==> src/rtl/vx_raster_stamp_packer.sv <==
// Packs a serial stream of raster stamps into NUM_LANES-wide bus requests.
// A stream terminator flushes the partial packet; afterwards every request gets a done packet.
module vx_raster_stamp_packer #(
  parameter int NUM_LANES = 4,
  parameter int STAMP_W   = 128
) (
  input  logic                           clk,
  input  logic                           reset,
  input  logic                           start,
  input  logic                           in_valid,
  output logic                           in_ready,
  input  logic [STAMP_W-1:0]             in_stamp,
  input  logic                           in_last,
  output logic                           req_valid,
  input  logic                           req_ready,
  output logic [NUM_LANES*STAMP_W-1:0]   req_stamps,
  output logic [NUM_LANES-1:0]           req_lane_mask,
  output logic                           req_done
);

  localparam int CNT_W  = (NUM_LANES > 1) ? $clog2(NUM_LANES) : 1;
  localparam int SLOTS  = (NUM_LANES > 1) ? NUM_LANES - 1 : 1;
  localparam int SIDX_W = (SLOTS > 1) ? $clog2(SLOTS) : 1;
  localparam logic [CNT_W-1:0] CNT_MAX = CNT_W'(NUM_LANES - 1);

  typedef enum logic {ST_RUN, ST_DONE} state_t;

  state_t                         state;
  logic [CNT_W-1:0]               cnt_p0;
  logic [STAMP_W-1:0]             slot_p0 [SLOTS];
  logic                           vld_p1;
  logic                           last_p1;
  logic [NUM_LANES-1:0]           mask_p1;
  logic [NUM_LANES*STAMP_W-1:0]   stamps_p1;

  logic [NUM_LANES*STAMP_W-1:0]   next_stamps;
  logic [NUM_LANES-1:0]           next_mask;
  logic                           completing;
  logic                           accept;
  logic                           pop;
  logic                           load;

  assign completing = (cnt_p0 == CNT_MAX) || in_last;
  assign in_ready   = (state == ST_RUN) && (!completing || !vld_p1 || req_ready);
  assign accept     = in_valid && in_ready;
  assign load       = accept && completing;
  assign pop        = req_valid && req_ready;

  // Lanes below cnt come from the fill buffer, lane cnt is the incoming stamp, the rest are zero.
  for (genvar g = 0; g < NUM_LANES; g++) begin : g_lane
    if (g < NUM_LANES - 1) begin : g_buf
      assign next_stamps[g*STAMP_W +: STAMP_W] =
        (CNT_W'(g) == cnt_p0) ? in_stamp :
        (CNT_W'(g) <  cnt_p0) ? slot_p0[g] : '0;
    end else begin : g_top
      assign next_stamps[g*STAMP_W +: STAMP_W] = (CNT_W'(g) == cnt_p0) ? in_stamp : '0;
    end
    assign next_mask[g] = (CNT_W'(g) <= cnt_p0);
  end

  // Stage p0 -> p1: fill buffer and packet register data, no reset needed.
  always_ff @(posedge clk) begin
    if (accept && !completing) begin
      slot_p0[cnt_p0[SIDX_W-1:0]] <= in_stamp;
    end
    if (load) begin
      stamps_p1 <= next_stamps;
    end
  end

  always_ff @(posedge clk or negedge reset) begin
    if (!reset) begin
      state   <= ST_RUN;
      cnt_p0  <= '0;
      vld_p1  <= 1'b0;
      last_p1 <= 1'b0;
      mask_p1 <= '0;
    end else begin
      case (state)
        ST_RUN: begin
          if (load) begin
            vld_p1  <= 1'b1;
            last_p1 <= in_last;
            mask_p1 <= next_mask;
            cnt_p0  <= '0;
          end else begin
            if (accept) begin
              cnt_p0 <= cnt_p0 + 1'b1;
            end
            if (pop) begin
              vld_p1 <= 1'b0;
            end
          end
          // A terminating pop cannot overlap a load: in_last has already been consumed.
          if (pop && last_p1) begin
            state   <= ST_DONE;
            vld_p1  <= 1'b0;
            last_p1 <= 1'b0;
          end
        end
        ST_DONE: begin
          if (start) begin
            state  <= ST_RUN;
            cnt_p0 <= '0;
            vld_p1 <= 1'b0;
          end
        end
        default: state <= ST_RUN;
      endcase
    end
  end

  assign req_valid     = (state == ST_DONE) || vld_p1;
  assign req_done      = (state == ST_DONE);
  assign req_lane_mask = vld_p1 ? mask_p1 : '0;
  assign req_stamps    = vld_p1 ? stamps_p1 : '0;

endmodule

==> config.mk <==
export PLATFORM = sky130hd
export DESIGN_NAME = vx_raster_stamp_packer
export DESIGN_NICKNAME = d
export VERILOG_FILES = /design/src/rtl/vx_raster_stamp_packer.sv
export SDC_FILE = /design/constraint.sdc
export NUM_CORES = 1
export LEC_CHECK = 0
export CAP_MARGIN = 15
export CORE_MARGIN = 2
export CORE_UTILIZATION = 45
export CTS_BUF_LIST = sky130_fd_sc_hd__clkbuf_8
export CTS_CLUSTER_SIZE = 40
export DETAILED_ROUTE_END_ITERATION = 6
export PLACE_DENSITY = 0.77
export SYNTH_ARGS = -nofsm -noshare
export SYNTH_HDL_FRONTEND = slang
export SYNTH_SLANG_ARGS = --single-unit
export TNS_END_PERCENT = 1
==> constraint.sdc <==
create_clock -name clk -period 15 [get_ports clk]
set_input_delay 2.25 -clock clk [delete_from_list [all_inputs] [get_ports clk]]
set_output_delay 2.25 -clock clk [all_outputs]
set_load 0.01 [all_outputs]
==> reports/metrics.csv <==
metric,value,unit
layout_commonest_cell,edfxtp_1,
dp.cells,3711,
ir_drop,106,uV
muxShareOfSynthArea,4.07,%
syn_nets,2266,
wl_per_cell,22.9,um
synthFlopType,edfxtp_1,
fin_util,58.4,%
maxSlewHeadroom,29.5,%
slowest_delay,0.55,ns
clkSlewWorstSetupHoldPaths,0.05,ns
synth_xor_area_share,0,%
die_h,286,um
crit_required,12.75,ns
drv_cap,0,
synth_compound_area_share,6.45,%
ys_seq_area_share,75.6,%
fin_area,46100,um^2
hpwl,54.1,mm
ys_seq_elements,905,
seq_power_share,43.4,%
cts_tree,yes,
slew_viol_final,0,
p_leak,15.9,nW
die_w,286,um
fin_worst_skew,0.0485,ns
gp_congestion,0.859,
drt_iter0_markers,1480,
dieArea,82000,um^2
drt-total-wl,91.1,mm
p_comb_share,31.4,%
fmaxAchievable,165,MHz
syn-instance-count,2126,
cts.sinks,905,
fin_setup_tns,0,ns
path_max_fanout,7,
dr.pass1.iters,7,
synthSimpleGateAreaFrac,11.7,%
antenna_left,0,
synth_edf_count,896,
worstMarginPinSlew,1.06,ns
core-area,79000,um^2
grt_pass1_wl,133,mm
synth_warnings,0,
async_flop_share,0.994,%
syn-cell-area,35900,um^2
syn2layout_area_growth,28.6,%
final_cell_mix,"edfxtp_1, clkdlybuf4s50_1, and2_1, a22o_1, clkbuf_8",
powerDensity,175,nW/um^2
period_share,40.4,%
routed-via-count,21000,
critical_path.cell_chain,clkdlybuf4s50_1 > nor2_2 > nor2_1 > nor2_1 > clkdlybuf4s50_1,
num-nets-final,2952,
path_class,input pin to output pin,
antenna_found_initial,3,
first_global_vias,21400,
end_kind,output pin,
floorplan.initialDensity,45.4,%
synthAdderAreaFrac,0.209,%
setup_viol,0,
globalRouteOverflowTotal,0,
postCtsHoldBufs,0,
synth_top_family_by_area,simple AND/OR/NAND/NOR gates,
status,"complete, no violations",
grt_max_degree,181,
cts_root_buffer,clkbuf_8,
cpMaxStageDelayCell,clkdlybuf4s50_1,
critPathLaunchType,input pin,
switching_share,30.3,%
syn-mean-instance-area,16.9,um^2
clockPowerShare,25.1,%
clock_path_buffers,3,
cts_buffers,147,
grtUsageTotal,21.6,%
arrival,3.82,ns
drc,0,
post-cts-setup-buffers,0,
placed_cell_area,43300,um^2
rsz0062_at_grt,no,
placementRows,103,
hold_viol_final,0,
min_period,6.07,ns
ctsResizeCount,0,
hp-class,flip-flop to flip-flop,
cts-htree-levels,4,
cell_internal_pwr,0.00564,W
drive_gt1_share,12.1,%
port_buffers,652,
p_total,0.00809,W
worstSkewPairLatency,0.79,ns
instances_no_fill,3978,
p_sw,0.00245,W
vias_per_cell,5.28,
io-pin-count,653,
synth.distinct_cells,34,
==> power by group through the flow <==
stage                     clock network [W]  logic (W)  registers, W
final                               0.00203    0.00254       0.00351
after global routing                0.00219    0.00269       0.00355
after CTS                           0.00208    0.00256       0.00352
after detailed placement                  0    0.00254       0.00357
after global placement                    0    0.00251       0.00355
after floorplan                           0    0.00134       0.00360
==> final timing paths <==
check | start | to | slack (ns) | cells after the start
min reg2reg | mask_p1[0]$_DFFE_PN0P_ | mask_p1[0]$_DFFE_PN0P_ | 0.49 | 1
min in group asynchronous | reset | req_done$_DFF_PN0_ | 1.78 | 1
max in group asynchronous | reset | vld_p1$_DFFE_PN0P_ | 12.88 | 1
min | mask_p1[0]$_DFFE_PN0P_ | mask_p1[0]$_DFFE_PN0P_ | 0.49 | 1
max reg2reg | cnt_p0[1]$_DFFE_PN0P_ | stamps_p1[106]$_DFFE_PP_ | 10.48 | 6
max | in_last | in_ready | 8.93 | 5
==> layout make-up <==
class                      count  area, um^2
sequential                   905       27100
antenna                        2        5.00
timing repair buffer         680        6790
clock inverter               114         713
clock buffer                 149        2050
multi-input combinational   1072        8110
inverter                       6        22.5
fill                        5888       32900
tap                         1050        1310
==> worst max-delay path: cells and delay by family <==
kind	cells	cell delay (ns)
buffers and inverters	2	1.03
AND/OR/NAND/NOR	3	0.52
==> flip-flops by register name (all words and copies together), names as in the netlist <==
name and flops:
vld_p1 1, req_done 1, last_p1 1, stamps_p1 512
slot_p0 384, cnt_p0 2, mask_p1 4
==> cells in the mapped netlist (2+ instances only) <==
master,count,area [um^2]
edfxtp_1,896,26900
and2_1,645,4040
a22o_1,255,2230
mux2_2,128,1440
clkbuf_1,69,259
buf_2,62,310
dfrtp_1,9,225
buf_6,8,90.1
ha_1,6,75.1
nand2_1,6,22.5
inv_1,5,18.8
o21ai_0,5,25.0
and3_1,3,18.8
nor2_1,3,11.3
a32o_1,2,20.0
buf_1,2,7.51
buf_4,2,15.0
mux2i_1,2,20.0
nand2b_1,2,12.5
or2_2,2,12.5
==> per-layer routing <==
layer | share of wire [%] | vias up | track usage, %
met4 | 4.3 | 0 | 10.8
met1 | 38 | 10600 | 25.3
met5 | 0 | - | 0
met3 | 7.2 | 193 | 6.34
met2 | 50 | 847 | 36.4
li1 | - | 9320 | -
==> stage by stage <==
step           hold WS [ns]  worst slack (ns)
3_3_place_gp          0.448              8.90
6_report              0.488              8.93
3_5_place_dp          0.477              8.75
4_1_cts               0.490              8.74
2_1_floorplan         0.428             -1.03
5_1_grt               0.517              8.70
==> cell families after synthesis <==
kind of cell    count (synthesis)
compound gates                266
fa+ha+maj                       6
buf+inv                       149
flops                         905
mux                           130
simple gates                  670
(Power assumes the default switching activity.)
